--- src/rtl/pc_gen.sv ---
// pc_gen: fetch-stage program counter with stall/hazard freeze, flush
// buffering across memory stalls and an optional return-address stack (PC_GEN_RAS_EN).
module pc_gen #(
    parameter int unsigned          ADDR_W      = 32,
    parameter logic [ADDR_W-1:0]    RESET_PC    = '0,
    parameter int unsigned          INSTR_BYTES = 4,
    parameter int unsigned          RAS_DEPTH   = 4
) (
    input  logic              clk_i,
    input  logic              rst_i,
    input  logic              start_i,
    input  logic              stall_i,
    input  logic              hazard_i,
    input  logic              flush_i,
    input  logic [ADDR_W-1:0] flush_pc_i,
    input  logic              jump_i,
    input  logic [ADDR_W-1:0] jump_pc_i,
    input  logic              call_i,
    input  logic [ADDR_W-1:0] link_pc_i,
    input  logic              ret_i,
    output logic [ADDR_W-1:0] pc_o,
    output logic              valid_o,
    output logic              pend_o
);

    localparam logic [ADDR_W-1:0] STEP = ADDR_W'(INSTR_BYTES);
    localparam logic [ADDR_W-1:0] MASK = ~(STEP - ADDR_W'(1));

    typedef enum logic [1:0] {
        IDLE = 2'd0,
        RUN  = 2'd1,
        PEND = 2'd2
    } state_e;

    state_e            state_q, state_d;
    logic [ADDR_W-1:0] pc_q, pc_d;
    logic [ADDR_W-1:0] pend_q, pend_d;
    logic              push, pop;
    logic              ras_hit;
    logic [ADDR_W-1:0] ras_top;

    function automatic logic [ADDR_W-1:0] align(input logic [ADDR_W-1:0] a);
        return a & MASK;
    endfunction

`ifdef PC_GEN_RAS_EN
    localparam int unsigned PTR_W = (RAS_DEPTH > 1) ? $clog2(RAS_DEPTH) : 1;
    localparam int unsigned CNT_W = $clog2(RAS_DEPTH + 1);
    localparam logic [PTR_W-1:0] PTR_MAX  = PTR_W'(RAS_DEPTH - 1);
    localparam logic [CNT_W-1:0] CNT_FULL = CNT_W'(RAS_DEPTH);

    logic [ADDR_W-1:0] ras_q [RAS_DEPTH];
    logic [PTR_W-1:0]  wr_ptr_q;
    logic [PTR_W-1:0]  top_ptr;
    logic [CNT_W-1:0]  cnt_q;

    // wr_ptr_q is the next free slot; the top sits just below it, circularly
    assign top_ptr = (wr_ptr_q == '0) ? PTR_MAX : wr_ptr_q - PTR_W'(1);
    assign ras_hit = ret_i && (cnt_q != '0);
    assign ras_top = align(ras_q[top_ptr]);

    // stack storage; a push when full simply overwrites the oldest slot
    always_ff @(posedge clk_i) begin
        if (push) begin
            ras_q[wr_ptr_q] <= link_pc_i;
        end
    end

    // stack pointer and occupancy, cleared by reset to discard contents
    always_ff @(posedge clk_i or negedge rst_i) begin
        if (!rst_i) begin
            wr_ptr_q <= '0;
            cnt_q    <= '0;
        end else if (push) begin
            wr_ptr_q <= (wr_ptr_q == PTR_MAX) ? '0 : wr_ptr_q + PTR_W'(1);
            cnt_q    <= (cnt_q == CNT_FULL) ? cnt_q : cnt_q + CNT_W'(1);
        end else if (pop) begin
            wr_ptr_q <= top_ptr;
            cnt_q    <= cnt_q - CNT_W'(1);
        end
    end
`else
    logic unused_ras;

    assign ras_hit    = 1'b0;
    assign ras_top    = '0;
    assign unused_ras = ^{call_i, link_pc_i, ret_i, push, pop};
`endif

    // next-state and next-PC selection
    always_comb begin
        state_d = state_q;
        pc_d    = pc_q;
        pend_d  = pend_q;
        push    = 1'b0;
        pop     = 1'b0;
        unique case (state_q)
            IDLE: begin
                if (start_i) begin
                    state_d = RUN;
                end
            end
            RUN: begin
                priority case (1'b1)
                    !start_i: begin
                        state_d = IDLE;
                    end
                    stall_i && flush_i: begin
                        pend_d  = align(flush_pc_i);
                        state_d = PEND;
                    end
                    stall_i: begin
                    end
                    flush_i: begin
                        pc_d = align(flush_pc_i);
                    end
                    hazard_i: begin
                    end
                    jump_i: begin
                        pc_d = align(jump_pc_i);
                        push = call_i;
                    end
                    ras_hit: begin
                        pc_d = ras_top;
                        pop  = 1'b1;
                    end
                    default: begin
                        pc_d = pc_q + STEP;
                    end
                endcase
            end
            PEND: begin
                // the newest flush always wins, even in the release cycle
                if (flush_i) begin
                    pend_d = align(flush_pc_i);
                end
                if (!stall_i) begin
                    pc_d    = flush_i ? align(flush_pc_i) : pend_q;
                    pend_d  = '0;
                    state_d = RUN;
                end
            end
            default: begin
                state_d = IDLE;
            end
        endcase
    end

    // state, PC and pending-target registers
    always_ff @(posedge clk_i or negedge rst_i) begin
        if (!rst_i) begin
            state_q <= IDLE;
            pc_q    <= RESET_PC;
            pend_q  <= '0;
        end else begin
            state_q <= state_d;
            pc_q    <= pc_d;
            pend_q  <= pend_d;
        end
    end

    assign pc_o    = pc_q;
    assign valid_o = (state_q != IDLE);
    assign pend_o  = (state_q == PEND);

endmodule
--- config.mk ---
export PLATFORM = sky130hd
export DESIGN_NAME = pc_gen
export DESIGN_NICKNAME = d
export VERILOG_FILES = /design/src/rtl/pc_gen.sv
export SDC_FILE = /design/constraint.sdc
export NUM_CORES = 1
export LEC_CHECK = 0
export CAP_MARGIN = 20
export CORE_ASPECT_RATIO = 0.6
export CORE_UTILIZATION = 40
export DETAILED_ROUTE_END_ITERATION = 8
export GPL_TIMING_DRIVEN = 0
export HOLD_SLACK_MARGIN = 0.03
export PLACE_DENSITY = 0.68
export SLEW_MARGIN = 0
export SYNTH_ARGS = -nofsm -noshare
export SYNTH_HDL_FRONTEND = slang
export SYNTH_SLANG_ARGS = --single-unit
--- constraint.sdc ---
create_clock -name clk_i -period 1.94 [get_ports clk_i]
set_input_delay 0.582 -clock clk_i [delete_from_list [all_inputs] [get_ports clk_i]]
set_output_delay 0.582 -clock clk_i [all_outputs]
set_load 0.01 [all_outputs]
==> metrics.txt <==
synth top area cells dfrtp_1 (37%), a221o_1 (6.8%), mux2i_1 (6.3%), nor2_1 (4.9%), a221oi_1 (3.2%); Worst Tran Pin Value between 0.9 and 1 ns; WL per Instance between 20 and 25 um; DRC 0; Layout area overhead 43.2%; clock root cell clkbuf_16; Setup crit end kind output port; syn nets a little over 600; Cells after Synth 498; Port Buffers 99; CP Launch Type register; die height about 83 um; total power 5900 uW; initial antenna violation count 0; TritonCTS clock tree done; nets around 740; Core ar. approximately 11000 sq um; final worst hold slack ~0.38 ns; Max IR drop VDD about 500 uV; Worst Path Buf+Inv 1; first-pass GRT wire length about 27000 um; delay-heaviest family, CP buffers and inverters; slew margin rel. 0.386; HP Class in2async; CTS hold repair buffers 0; M1 GR Usage 0.475; critical path fanouts, max 5; Pre-antenna DRT Iters 5; vias per inst roughly 6.5; HPWL Detailed about 12000 um; worst endpoint required time 1.36 ns; routability-driven placement congestion ratio approximately 0.93; drt total wl between 15000 and 20000 um; final instance area 6330 sq um; Achievable Freq a little over 0.5 GHz; Initial Utilization 0.414; crit path cell chain clkdlybuf4s50_1; CP arrival roughly 1.4 ns; placed inst area 5580 sq um; via count 5041; Synth Flop Type dfrtp_1; yosys warns 0; Crit Path Class reg2out; Fill cells between 900 and 1k; row count 29; routing usage on met2 0.418; Crit. Startpoint pc_o[9]; number of library cell types mapped by synthesis between 60 and 70; period utilization 0.998; status finished clean; post-route antenna net violation count 0; flops & latches, synth 66; # Max-Cap Violations 0; Die X about 140 um; Clock Path Buffers 2; Seq/Total Area, Yosys 0.374; cell taking the most area after synthesis dfrtp_1; number of synthesized flops with an enable pin 0; pwr dens 932 nW/um^2; Hold Vio Cnt, Final 0; CTS clk-pin slew, worst paths 0.06 ns; Clock H-tree levels 3; asr flop ratio synth 1.00; share of layout cells above drive strength 1 0.207; FF-to-FF Start state_q[0]; Die ar. 11500 sq um; antenna cells 0; grt peak-use layer met1; Sinks on Clock Net 66; Tot GR Track Use 0.319; GRT met3 Usage 0.0946; Avg Inst Size Synth approximately 8.9 sq um; Static Leakage between 0.002 and 0.003 uW; Worst Clk Skew between 0.003 and 0.004 ns; setup violators final 0; Iter 0 DRT Violations 625; GRT overflow 0; count of pins over their slew limit 0; Final min period approximately 1.9 ns; Synth top area share 0.374; clock latency on the worst-skew pair roughly 0.34 ns; setup tns final 0 ns; Final Core Density 0.593; clock buffer count from CTS 9; Mapped Area between 4000 and 5000 sq um; vias in the first global route roughly 4.8k; crit path max-delay cell type clkdlybuf4s50_1; I/O pins between 100 and 150; Largest stage delay, worst path 0.57 ns; largest net degree at the start of global routing 67
## metal layers
metal,vias to the layer above,share of wire
li1,2198,-
met1,2446,0.44
met2,352,0.41
met4,0,0.025
met3,45,0.12
met5,-,0
## cell usage after synthesis (5+ instances only)
master	count
mux2i_1	28
nand4_1	10
a22oi_1	6
a221oi_1	16
a211oi_1	11
nor3_1	7
and3_1	10
or3_1	5
dfrtp_1	66
a221o_1	30
a22o_1	7
buf_2	9
o21ai_0	17
nand2_1	35
clkbuf_1	28
a21oi_1	25
nand2b_1	11
nor2_1	58
and2_1	5
o221ai_1	5
buf_1	5
nand3_1	22
## final cells by class
| type | count | area [sq um] | share of cell area |
|---|---|---|---|
| multi-input cells | 386 | 2700 | 0.426 |
| flip-flops and latches | 66 | 1680 | 0.265 |
| repair buffers | 122 | 1190 | 0.188 |
| plain buffers | 41 | 289 | 0.0457 |
| clock buffers | 12 | 246 | 0.0389 |
| well taps | 139 | 174 | 0.0275 |
| clock inverters | 3 | 40.0 | 0.00632 |
| inverters | 3 | 16.3 | 0.00257 |
## what timing repair did
item	in CTS	in global routing
gates resized for setup	101	41
pin swaps	4	2
gates cloned	1	0
buffers inserted	17	5
setup endpoints to repair	83	62
## power breakdown
group	switching (uW)	leakage (uW)	total (uW)	internal, uW
Clock	639	0.000142	1660	1020
Sequential	514	0.000811	2290	1770
Combinational	895	0.00168	1950	1060
Total	2050	0.00264	5900	3850
## state kept, by name (all words and copies together), names as in the netlist
register	cells
state_q	2
pend_q	32
pc_o	32
## final timing paths
kind	to	slack [ns]	cells after the start
worst max register to register	pend_q[26]	0.06	5
worst min register to register	pend_q[1]	0.50	1
worst min-delay path	pend_q[22]	0.38	1
max in group asynchronous	pc_o[12]	0.90	1
worst max-delay path	pc_o[9]	0.003	1
min in group clk_i	pend_q[1]	0.50	1
## placed cells by master (no fill, tap or decap), types with 6 or more instances in the layout
cell type,synthesis,layout
clkbuf_16,0,9
nor3_1,7,6
clkdlybuf4s50_1,0,88
o21ai_0,17,17
a211oi_1,11,11
nand2_1,35,34
clkbuf_4,0,14
nand3_1,22,21
dfrtp_2,0,20
a221oi_1,16,16
a221o_1,30,30
nand2b_1,11,10
buf_4,1,28
dfrtp_1,66,46
clkbuf_2,0,15
a21oi_1,25,24
mux2i_1,28,28
a22o_1,7,7
and3_1,10,9
a22oi_1,6,6
nor2_1,58,54
nand4_1,10,10
## per-stage QoR
step | std cells | worst slack, ns
5_1_grt | 772 | -0.000208
2_1_floorplan | 498 | 0.0827
3_3_place_gp | 736 | -2.13
4_1_cts | 768 | -0.0111
3_5_place_dp | 736 | -1.13
6_report | 772 | 0.00347
## cells by family after synthesis
logic type | count (synthesis) | synth area share
xor gates and xnor gates | 6 | 0.0119
buffers and inverters | 46 | 0.0425
muxes | 29 | 0.0659
AOI/OAI and AO/OA | 165 | 0.288
adders and majority gates | 1 | 0.00283
DFF | 66 | 0.374
and+or+nand+nor | 185 | 0.215
Note: power is estimated with default switching activity, not from simulation.
==> edit 1 (config.mk and constraints unchanged) <==
Set the parameter `ADDR_W` to 36 (it was 32).
--- a/src/rtl/pc_gen.sv
+++ b/src/rtl/pc_gen.sv
@@ -2,5 +2,5 @@
 // buffering across memory stalls and an optional return-address stack (PC_GEN_RAS_EN).
 module pc_gen #(
-    parameter int unsigned          ADDR_W      = 32,
+    parameter int unsigned          ADDR_W      = 36,
     parameter logic [ADDR_W-1:0]    RESET_PC    = '0,
     parameter int unsigned          INSTR_BYTES = 4,
Ports: changed (resized flush_pc_i, jump_pc_i, link_pc_i and pc_o); port bits go from 139 to 155. No check against the original RTL was run, so the function may have changed too.
==> edit 1 against the original RTL <==
The flow now finishes with violations (setup timing). Worst hold slack worse by 0.32 ns. Area after synthesis shrank 0.14%. Total power is 6.9% higher. Sequential cell count increased by 8. Die area down 0.14%. Setup slack got worse by 0.059 ns. Sequential share of layout area up 0.47 points. Combinational power up 5%. Design area is 10% higher. Fmax shrank 2.9%. Synthesized cell count is 0.20% higher. First-iteration DRC count shrank 24%. Wire length is 0.35% lower. Largest cell class unchanged. Largest power group unchanged. Highest routed layer unchanged.
==> edit 1: results (changes against the original RTL) <==
drt pass-1 iters=6 (+1); Layout Utilization=65.3% (+6.0 points); share of cells above drive strength 1=25.9% (+5.2 points); routed wl met3=2210 µm (+0.18%); routed length on met2=7140 µm (-2.7%); CP peak stage delay=0.45 ns (-0.12 ns); setup violation total in the final timing report=6 (+6); status=finished, violations left; inverter count=11 (+8); Routed WL per cell=22.1 µm (-5.3%); gr usage total=31.5% (-0.38 points); syn nets=617 (+2.2%); Mapped Area=4410 µm² (-0.14%); Synth Instances=499 (+0.20%); sequential area share after synthesis=42.0% (+4.6 points); number of global-route vias before repair=4,617 (-3.7%); Pwr Density=905 nW/µm² (-2.8%); sequential cell area=1880 µm² (+12%); Signal buf overhead=26.8% (+3.4 points); arrival time worst endpoint=2.22 ns (+0.87 ns); Comb power frac=32.6% (-0.5 points); post_cts resized=121 (+20%); placed cell areas=5740 µm² (+2.8%); worst vdd ir=0.000515 V (+2.1%); failing checks=setup timing; met2 Use GR=40.9% (-0.96 points); final setup margin=-0.0551 ns (-0.0586 ns)
==> edit 1: changes by cell type in the layout (fill, tap and decap cells not counted), moves of 9 or more <==
cell,delta
clkbuf_4,-9
o211ai_1,+11
a221oi_1,-14
o21ai_0,+17
nand2_1,+29
mux2i_1,-14
a221o_1,-29
buf_4,+20
nor2_1,-17
a21oi_1,-11
a22o_1,+33
==> edit 1: path summary, 6_finish.rpt <==
| kind | from | to | slack [ns] | cells after the start |
|---|---|---|---|---|
| setup / recovery | pc_o[2] | pc_o[27] | -0.06 | 9 |
| hold / removal | rst_i | pend_q[3] | 0.06 | 1 |
| setup reg to reg | pc_o[2] | pc_o[27] | -0.06 | 9 |
| hold reg to reg | state_q[0] | state_q[0] | 0.49 | 1 |
| max in group asynchronous | rst_i | pc_o[13] | 1.27 | 2 |
| min in group clk_i | state_q[0] | state_q[0] | 0.49 | 1 |
==> edit 2 (same flow settings) <==
Without the edit above. Encoding of `state_e`: now one-hot (3 bits for 3 states).
--- a/src/rtl/pc_gen.sv
+++ b/src/rtl/pc_gen.sv
@@ -27,8 +27,8 @@
     localparam logic [ADDR_W-1:0] MASK = ~(STEP - ADDR_W'(1));
 
-    typedef enum logic [1:0] {
-        IDLE = 2'd0,
-        RUN  = 2'd1,
-        PEND = 2'd2
+    typedef enum logic [2:0] {
+        IDLE = 3'b001,
+        RUN  = 3'b010,
+        PEND = 3'b100
     } state_e;
 
Function: same outputs for any inputs over 10 cycles, from zero or initial values and one cycle with rst_i low; not proved beyond that.
==> edit 2 against the original RTL <==
The flow now finishes with violations (setup timing). Sequential cell count increased by 1. Wire length down 0.12%. Highest routed layer unchanged. Critical path depth up 3. Fmax shrank 3.5%. Total power increased by 22%. Sequential share of layout area is 1.3 points lower. Synthesized cell count fell by 2.4%. Design area increased by 6.6%. Setup slack worse by 0.071 ns. Register-to-register slack worse by 0.11 ns. Area after synthesis down 2.5%.
==> edit 2: results (changes against the original RTL) <==
status=finished, violations left; failing checks=setup timing; worst vdd ir=0.000578 V (+15%); gr usage total=31.8% (-0.11 points); Rel. slew slack=40.7% (+2.0 points); DP Wirelength=11,900 µm (-3.4%); Pwr Density=1060 nW/µm² (+14%); share of cells above drive strength 1=26.8% (+6.1 points); fill cell count=775 (-15%); routed wl met3=2480 µm (+12%); final setup margin=-0.0676 ns (-0.0711 ns); nets=754 (+2.6%); Top Metal Used=met4; Non-Filler Instances=787 (+1.9%); Cell variety after synth=62 (-4.6%); CP max-delay cell=or3b_4; Leak=2.70 nW (+2.6%); Port Buffers=99 (unchanged); placed cell areas=5480 µm² (-1.8%); Clk pin slew, worst setup/hold paths=0.05 ns; GP Congestion=0.920 (-1.5%); first-pass GRT wire length=26,100 µm (-3.5%); crit path max fanout=3 (-2); First DRT Iteration DRCs=722 (+16%); drt pass-1 iters=6 (+1); DR vias=5,200 (+3.2%); largest net degree at the start of global routing=68 (+1.5%); routed length on met2=7420 µm (+1.1%); number of global-route vias before repair=4,577 (-4.5%); sequential area share after synthesis=38.9% (+1.6 points); Synth Instances=486 (-2.4%); placed cell count=720 (-2.2%); arrival time worst endpoint=1.43 ns (+0.08 ns); setup violation total in the final timing report=11 (+11); post-route setup TNS=-0.327 ns (-0.327 ns); total wire length=17,900 µm (-0.12%); initial antenna violation count=0 (unchanged); Synth async-reset ratio=100% (unchanged); total CTS buffers=9 (unchanged); Place WS=-1.44 ns (-0.303 ns); Tightest Hold Check Type=primary input to asynchronous set/reset pin; H-Tree Depth=3 (unchanged); Post-synth top cells=dfrtp_1 (66), a22oi_1 (52), o21ai_0 (42); CP peak stage delay=0.43 ns (-0.14 ns); syn nets=592 (-2.0%); Met1 Wirelength=7820 µm (-2.1%); skew final=0.00661 ns (+0.00308 ns); clock insertion delay at the later pin of the skew report=0.34 ns (about the same); # diodes=0 (unchanged); met1 Track Usage GR=46.6% (-0.94 points); met2 Use GR=46.6% (+4.8 points); met3 Track Usage GR=8.91% (-0.55 points); Area contributors post-synth=dfrtp_1 (38%), a22oi_1 (9.1%), o21ai_0 (4.9%), nand2_1 (2.9%), a221oi_1 (2.8%); Max clock buf depth=2 (unchanged)
## edit 2: cell type report
| cell class | count | share of cell area, % |
|---|---|---|
| Inverter | 14 | 0.908 |
| Buffer | 41 | 5.19 |
| Multi-Input combinational cell | 362 | 40.4 |
| Tap cell | 135 | 2.50 |
| Clock inverter | 2 | 0.519 |
| Sequential cell | 67 | 25.2 |
| Clock buffer | 13 | 3.85 |
| Timing Repair Buffer | 153 | 21.4 |
## edit 2: worst paths after layout
check                      cells after the start        from          to  slack (ns)
hold / removal                                 1       rst_i     pc_o[3]        0.35
hold reg to reg                                2     pc_o[0]     pc_o[0]        0.51
setup reg to reg                               9  state_q[0]    pc_o[29]       -0.05
min in group clk_i                             2     pc_o[0]     pc_o[0]        0.51
max in group asynchronous                      1       rst_i  state_q[2]        0.93
setup / recovery                               4  state_q[1]      pend_o       -0.07
## edit 2: kinds of logic after synthesis
logic type / count (synthesis) / synth area share [%]
AOI/OAI and AO/OA: 210 / 34.1
xor gates and xnor gates: 12 / 2.44
adders and majority gates: 1 / 0.290
buffers and inverters: 58 / 5.66
DFF: 67 / 38.9
muxes: 8 / 1.86
and+or+nand+nor: 130 / 16.7
## edit 2: worst max-delay path: cells and delay by family (launching register included)
kind	cells	cell delay [ns]
buffers and inverters	3	0.26
DFF	1	0.40
and+or+nand+nor	1	0.43
## edit 2: what timing repair did
action | in CTS | in global routing
pin swaps | 7 | 13
resized for setup | 121 | 47
endpoints found under the setup margin | 80 | 71
setup buffers | 29 | 21
hold endpoints to repair | 0 | 0
cloned | 1 | 4
## edit 2: where the power goes
part           internal (mW)  switching, mW  total [mW]
sequential              2.02          0.777        2.79
combinational           1.49           1.21        2.70
clock                   1.06          0.626        1.68
